### config.mk
export PLATFORM = sky130hd
export DESIGN_NAME = pipe_hazard_ctrl
export DESIGN_NICKNAME = d
export VERILOG_FILES = /design/src/rtl/pipe_hazard_ctrl_pkg.sv /design/src/rtl/mc_tracker.sv /design/src/rtl/pipe_hazard_ctrl.sv
export SDC_FILE = /design/constraint.sdc
export NUM_CORES = 1
export LEC_CHECK = 0
export BUFFER_PORTS_ARGS = -buffer_cell sky130_fd_sc_hd__buf_4
export CAP_MARGIN = 0
export CORE_MARGIN = 5
export CORE_UTILIZATION = 48
export DETAILED_ROUTE_END_ITERATION = 8
export MAX_ROUTING_LAYER = met4
export PLACE_DENSITY = 0.77
export REMOVE_ABC_BUFFERS = 1
export SYNTH_ARGS = -nofsm -noshare
export SYNTH_HDL_FRONTEND = slang
export SYNTH_HIERARCHICAL = 1
export SYNTH_SLANG_ARGS = --single-unit
### constraint.sdc
create_clock -name clk -period 2 [get_ports clk]
set_input_delay 0.1 -clock clk [delete_from_list [all_inputs] [get_ports clk]]
set_output_delay 0.1 -clock clk [all_outputs]
set_load 0.005 [all_outputs]
### src/rtl/pipe_hazard_ctrl_pkg.sv
// Purpose : shared encodings for the pipeline hazard controller and its multi-cycle unit trackers.
// Latency : n/a (types and constants only).
// Backpressure: n/a.
package pipe_hazard_ctrl_pkg;

    // Per-unit multi-cycle execute FSM encoding.
    typedef enum logic {
        MC_IDLE = 1'b0,
        MC_BUSY = 1'b1
    } mc_state_e;

    // Multi-cycle unit indices into the mc_* vectors.
    localparam int MC_DIV = 0;
    localparam int MC_MUL = 1;

    // Execute-stage operand source select.
    localparam logic [1:0] FWD_RF = 2'b00;
    localparam logic [1:0] FWD_W  = 2'b01;
    localparam logic [1:0] FWD_M  = 2'b10;

endpackage

### src/rtl/mc_tracker.sv
// Purpose : tracks one multi-cycle execute unit (IDLE/BUSY) with a hang timeout.
// Latency : stall is combinational from start/ready; busy/hang are registered (1 cycle).
// Backpressure: stall holds while the unit is occupied and has no result; a timeout releases it.
//
// Ports: clk, rst (sync, active-high); start/ready/exc from the pipeline;
//        busy = FSM in BUSY, hang = sticky timeout flag, stall = unit needs E frozen.
module mc_tracker
    import pipe_hazard_ctrl_pkg::*;
#(
    parameter int TIMEOUT = 64
) (
    input  logic clk,
    input  logic rst,
    input  logic start,
    input  logic ready,
    input  logic exc,
    output logic busy,
    output logic hang,
    output logic stall
);

    localparam int TW = (TIMEOUT < 2) ? 1 : $clog2(TIMEOUT + 1);

    mc_state_e     state;
    mc_state_e     state_nxt;
    logic [TW-1:0] tmo_cnt;
    logic [TW-1:0] tmo_cnt_nxt;
    logic          hang_nxt;
    logic          stall_raw;
    logic          tmo_hit;

    // tmo_cnt holds the number of BUSY cycles already completed, so the
    // TIMEOUT-th BUSY cycle is the one that sees TIMEOUT-1.
    assign tmo_hit = (tmo_cnt == TW'(TIMEOUT - 1));

    always_comb begin
        state_nxt   = state;
        tmo_cnt_nxt = tmo_cnt;
        hang_nxt    = hang;
        stall_raw   = 1'b0;
        case (state)
            MC_IDLE: begin
                // A start that completes in the same cycle never occupies the unit.
                stall_raw = start & ~ready;
                if (start && !ready && !exc) begin
                    state_nxt   = MC_BUSY;
                    tmo_cnt_nxt = '0;
                end
            end
            MC_BUSY: begin
                stall_raw = ~ready;
                if (ready || exc) begin
                    state_nxt = MC_IDLE;
                end else if (tmo_hit) begin
                    // Give up on the unit: flag it and let the pipeline move.
                    state_nxt = MC_IDLE;
                    hang_nxt  = 1'b1;
                end else begin
                    tmo_cnt_nxt = tmo_cnt + TW'(1);
                end
            end
            default: begin
                state_nxt = MC_IDLE;
            end
        endcase
    end

    always_ff @(posedge clk) begin
        if (rst) begin
            state   <= MC_IDLE;
            tmo_cnt <= '0;
            hang    <= 1'b0;
        end else begin
            state   <= state_nxt;
            tmo_cnt <= tmo_cnt_nxt;
            hang    <= hang_nxt;
        end
    end

    assign busy  = (state == MC_BUSY);
    // During reset the op is being aborted, so it must not hold the pipe.
    assign stall = stall_raw & ~rst;

endmodule

### src/rtl/pipe_hazard_ctrl.sv
// Purpose : 5-stage pipeline hazard unit: bypass selects, load-use/branch/jr/multi-cycle stalls, flushes.
// Latency : forward/stall/flush outputs are combinational (0 cycles); mc_busy/mc_hang/stall_cnt registered.
// Backpressure: stallF/stallD freeze fetch/decode on any hazard; stallE freezes E only for multi-cycle ops.
//
// Ports: decode sources/control (rsD, rtD, branchD, jrD, jalrD, jumpD), execute state (rsE, rtE,
//        writeregE, regwriteE, memtoregE), multi-cycle start/ready, M/W writeback state, excM;
//        outputs forward selects, stalls, flushes, per-unit busy/hang and a saturating stall counter.
module pipe_hazard_ctrl
    import pipe_hazard_ctrl_pkg::*;
#(
    parameter int AW         = 5,
    parameter int NMC        = 2,
    parameter int MC_TIMEOUT = 64,
    parameter int CW         = 32
) (
    input  logic           clk,
    input  logic           rst,
    input  logic [AW-1:0]  rsD,
    input  logic [AW-1:0]  rtD,
    input  logic           branchD,
    input  logic           jrD,
    input  logic           jalrD,
    input  logic           jumpD,
    input  logic [AW-1:0]  rsE,
    input  logic [AW-1:0]  rtE,
    input  logic [AW-1:0]  writeregE,
    input  logic           regwriteE,
    input  logic           memtoregE,
    input  logic [NMC-1:0] mc_startE,
    input  logic [NMC-1:0] mc_readyE,
    input  logic [AW-1:0]  writeregM,
    input  logic [AW-1:0]  writeregW,
    input  logic           regwriteM,
    input  logic           memtoregM,
    input  logic           regwriteW,
    input  logic           excM,
    output logic           forwardaD,
    output logic           forwardbD,
    output logic [1:0]     forwardaE,
    output logic [1:0]     forwardbE,
    output logic           stallF,
    output logic           stallD,
    output logic           stallE,
    output logic           flushD,
    output logic           flushE,
    output logic           flushM,
    output logic [NMC-1:0] mc_busy,
    output logic [NMC-1:0] mc_hang,
    output logic [CW-1:0]  stall_cnt
);

    // Register 0 is hard-wired, so it never creates a dependency.
    function automatic logic reg_hit(input logic [AW-1:0] a, input logic [AW-1:0] b);
        return (a != '0) && (a == b);
    endfunction

    // The youngest producer (M) wins over W.
    function automatic logic [1:0] fwd_sel(input logic [AW-1:0] src);
        if (regwriteM && reg_hit(src, writeregM)) begin
            return FWD_M;
        end else if (regwriteW && reg_hit(src, writeregW)) begin
            return FWD_W;
        end
        return FWD_RF;
    endfunction

    logic           lwstall;
    logic           brstall;
    logic           jrstall;
    logic           mcstall;
    logic           hz_stall;
    logic [NMC-1:0] mc_stall;

    // ---------------- multi-cycle unit trackers ----------------
    for (genvar i = 0; i < NMC; i++) begin : g_mc
        mc_tracker #(
            .TIMEOUT (MC_TIMEOUT)
        ) u_mc_tracker (
            .clk   (clk),
            .rst   (rst),
            .start (mc_startE[i]),
            .ready (mc_readyE[i]),
            .exc   (excM),
            .busy  (mc_busy[i]),
            .hang  (mc_hang[i]),
            .stall (mc_stall[i])
        );
    end

    assign mcstall = |mc_stall;

    // ---------------- forwarding ----------------
    assign forwardaD = regwriteM & reg_hit(rsD, writeregM);
    assign forwardbD = regwriteM & reg_hit(rtD, writeregM);
    assign forwardaE = fwd_sel(rsE);
    assign forwardbE = fwd_sel(rtE);

    // ---------------- hazard detection ----------------
    assign lwstall = memtoregE & (reg_hit(rtE, rsD) | reg_hit(rtE, rtD));

    // Branches resolve in D, so they wait on an ALU result still in E or a load still in M.
    assign brstall = branchD &
                     ((regwriteE & (reg_hit(writeregE, rsD) | reg_hit(writeregE, rtD))) |
                      (memtoregM & (reg_hit(writeregM, rsD) | reg_hit(writeregM, rtD))));

    assign jrstall = (jrD | jalrD) &
                     ((regwriteE & reg_hit(writeregE, rsD)) |
                      (memtoregM & reg_hit(writeregM, rsD)));

    assign hz_stall = lwstall | brstall | jrstall;

    // An exception in M flushes everything younger; a flush overrides every stall.
    assign stallF = (hz_stall | mcstall) & ~excM;
    assign stallD = (hz_stall | mcstall) & ~excM;
    assign stallE = mcstall & ~excM;

    // While E is frozen by a multi-cycle op, E still holds a live instruction,
    // so no bubble may be injected into it.
    assign flushE = ((hz_stall | jumpD) & ~mcstall) | excM;
    assign flushD = excM;
    assign flushM = excM;

    // ---------------- stall-cycle counter ----------------
    always_ff @(posedge clk) begin
        if (rst) begin
            stall_cnt <= '0;
        end else if (stallD && (stall_cnt != {CW{1'b1}})) begin
            stall_cnt <= stall_cnt + CW'(1);
        end
    end

endmodule

==> results by group <==
Timing
  • # setup viols final: 0
  • Actual slew at the worst max-slew pin: 0.573 ns
  • Fmax: 507 MHz
  • Final cycle utilization of the critical path: 0.986
  • Clock Skews: 0.0164 ns
  • Number of max-slew violations in the final report: 0
  • Final Hold Vio Count: 0
  • Crit path time final: 1.97 ns
  • Relative slew margins: 0.613

Detailed routing
  • Final wirelength: 11.5 mm
  • Average wire per cell in the routed design: 16.2 um
  • Via count of the routed design: 4078
  • DRC: 0
  • Via-to-Cell Ratio: 5.77
  • Post-route antenna net violation count: 0
  • DR pass1 iterations: 4
  • Iteration-0 DRC count of the detailed router: 205

Placed design
  • # port buffers: 98
  • Final GP Congestion: 0.946
  • Post-DP HPWL: 8.50 mm

Min path
  • Worst hold-check path type: in2reg

Global routing
  • Number of antenna violations at the first check in global routing: 0
  • Vias in the first global route: 3945
  • Global-route wire length before repair: 17.9 mm
  • Leftover overflow at the end of global routing: 0
  • Largest net degree at the start of global routing: 56
  • All-layer global routing usage: 0.227

Floorplanning
  • Horizontal die dimension: 97.6 um
  • Height of the die: 97.6 um
  • Number of standard-cell rows in the floorplan: 32
  • Initial core utilization: 0.484
  • Total die area: 9520 um2
  • I/O Pins: 99
  • Core ar.: 7610 um2

Logic synthesis
  • Syn Area/Cell: 8.09 um2
  • Number of synthesized flops with an enable pin: 0
  • Number of standard cells after synthesis: 455
  • Unique cell type count in the Yosys netlist: 57
  • Most frequently used flop master after synthesis: sky130_fd_sc_hd__dfxtp_1
  • Synthesized flop and latch total: 50
  • Post-synthesis async set-or-reset flop share: 0
  • Ys Warns: 6
  • Seq/Total Area, Yosys: 0.272
  • Post-synthesis cell area: 3680 um2

Power
  • Leakage power summed over all cells: 2.14 nW
  • Sum of internal, switching and leakage power: 0.00214 W
  • Power density over cell area: 409 nW/um2
  • IR drop worst, VDD: 0.282 mV

Cells and area
  • Utilization after layout: 0.688
  • Fraction of final layout cells sized beyond drive strength 1: 0.403
  • Nets: 658
  • Total of fill cells in the finished design: 620
  • Most frequent cells in the layout: sky130_fd_sc_hd__buf_4, sky130_fd_sc_hd__dfxtp_1, sky130_fd_sc_hd__xnor2_1
  • Antenna diode instance count: 0
  • Syn-to-layout area delta: 42.3%
  • Commonest non-fill, non-tap cell in the layout: sky130_fd_sc_hd__buf_4

CTS
  • Clock sink total: 50
  • Number of H-tree levels: 2
  • Cell at the root of the clock tree: sky130_fd_sc_hd__clkbuf_8
  • Worst skew pair latency: 0.31 ns
  • Number of buffers inserted during clock tree synthesis: 5
  • Hold_buf cts: 0
  • CTS clock-pin slew for the worst setup and hold paths: 0.10 ns
  • Clock tree from TritonCTS: done
  • Clock Path Buffers: 2

Worst setup path
  • Worst setup SP type: flip-flop
  • CP required: 2.25 ns
  • Signal arrival time at the worst endpoint: 2.22 ns
  • Critical-path maximum fanout: 5
  • Kind of critical path: reg2reg
  • Kind of end point of the critical path: flip-flop

Run
  • Max-Cap Viols: 0

Status
  • Run status: completed
final timing paths:
path                                                      start                              end  slack, ns  cells past startpoint
worst max-delay path                              stall_cnt[22]                    stall_cnt[10]       0.03                      7
worst min-delay path                                        rst        g_mc[1].u_mc_tracker/busy       0.20                      3
worst max register to register                    stall_cnt[22]                    stall_cnt[10]       0.03                      7
worst min register to register  g_mc[0].u_mc_tracker/tmo_cnt[6]  g_mc[0].u_mc_tracker/tmo_cnt[6]       0.48                      2
logic make-up after synthesis:
family / after synthesis / share of synthesized area
muxes: 21 / 0.0639
xor gates and xnor gates: 50 / 0.119
and+or+nand+nor: 216 / 0.336
AOI/OAI and AO/OA: 70 / 0.135
DFF: 50 / 0.272
adders and majority gates: 3 / 0.0102
buffers and inverters: 45 / 0.0639
where the power goes:
group / leakage (nW) / internal (W) / switching [W] / total [W]
sequential: 0.406 / 0.000999 / 0.00000386 / 0.00100
clock: 0.0472 / 0.000279 / 0.000355 / 0.000634
combinational: 1.69 / 0.000249 / 0.000253 / 0.000502
per-stage QoR:
stage	hold WS, ns	setup WS [ns]	cells	cell area, um2	setup TNS (ns)
floorplan	0.169	-0.358	416	3470	-5.04
global placement	0.457	-0.214	693	4920	-4.30
detailed placement	0.467	-0.324	693	4920	-5.81
CTS	0.189	0.00552	702	5070	0
global route	0.207	-0.0442	707	5240	-0.0922
finish	0.199	0.0288	707	5240	0
what timing repair did:
item / in CTS / in global routing
pin swaps: 1 / 17
resized for setup: 9 / 34
setup endpoints to repair: 25 / 27
endpoints found under the hold margin: 0 / 0
gates cloned: 0 / 2
buffers inserted: 1 / 3
worst max-delay path, stage by stage (launching register included):
cell and delay [ns]:
sky130_fd_sc_hd__dfxtp_1 0.33, sky130_fd_sc_hd__and4_1 0.22, sky130_fd_sc_hd__nand4_1 0.18, sky130_fd_sc_hd__nor3_4 0.08, sky130_fd_sc_hd__buf_4 0.14, sky130_fd_sc_hd__or4_4 0.42
sky130_fd_sc_hd__or3_4 0.41, sky130_fd_sc_hd__a21oi_2 0.11
registers in the layout, summed over array words and instances (netlist names):
name,cells
g_mc.u_mc_tracker/tmo_cnt,14
g_mc.u_mc_tracker/busy,2
stall_cnt,32
g_mc.u_mc_tracker/hang,2
layout make-up:
type | instances | area (um2) | area share
sequential | 50 | 1010 | 0.193
timing repair buffer | 179 | 1360 | 0.260
clock inverter | 2 | 12.5 | 0.00239
clock buffer | 6 | 82.6 | 0.0158
tap | 102 | 128 | 0.0244
inverter | 6 | 22.5 | 0.00430
multi-input combinational | 362 | 2620 | 0.500
cell usage after synthesis, types with 8 or more instances:
| cell | instances | share of area |
|---|---|---|
| sky130_fd_sc_hd__dfxtp_1 | 50 | 0.27 |
| sky130_fd_sc_hd__nor2_1 | 41 | 0.042 |
| sky130_fd_sc_hd__xnor2_1 | 40 | 0.095 |
| sky130_fd_sc_hd__nand3_1 | 24 | 0.033 |
| sky130_fd_sc_hd__nand2_1 | 23 | 0.023 |
| sky130_fd_sc_hd__clkbuf_1 | 22 | 0.022 |
| sky130_fd_sc_hd__nor3_1 | 21 | 0.029 |
| sky130_fd_sc_hd__nor2b_1 | 20 | 0.034 |
| sky130_fd_sc_hd__nand4_1 | 18 | 0.031 |
| sky130_fd_sc_hd__a21oi_1 | 15 | 0.020 |
| sky130_fd_sc_hd__mux2_2 | 13 | 0.040 |
| sky130_fd_sc_hd__and3_1 | 11 | 0.019 |
| sky130_fd_sc_hd__o21ai_0 | 10 | 0.014 |
| sky130_fd_sc_hd__xor2_1 | 10 | 0.024 |
| sky130_fd_sc_hd__or4_1 | 9 | 0.018 |
| sky130_fd_sc_hd__and4_1 | 8 | 0.019 |
per-layer routing:
metal  GRT usage  share of wire  vias up
met5           -              0        -
met4      0.0618          0.021        0
met3      0.0359          0.070       26
met2       0.385           0.50      180
met1       0.279           0.41     1908
li1            -              -     1964
(Power assumes the default switching activity.)
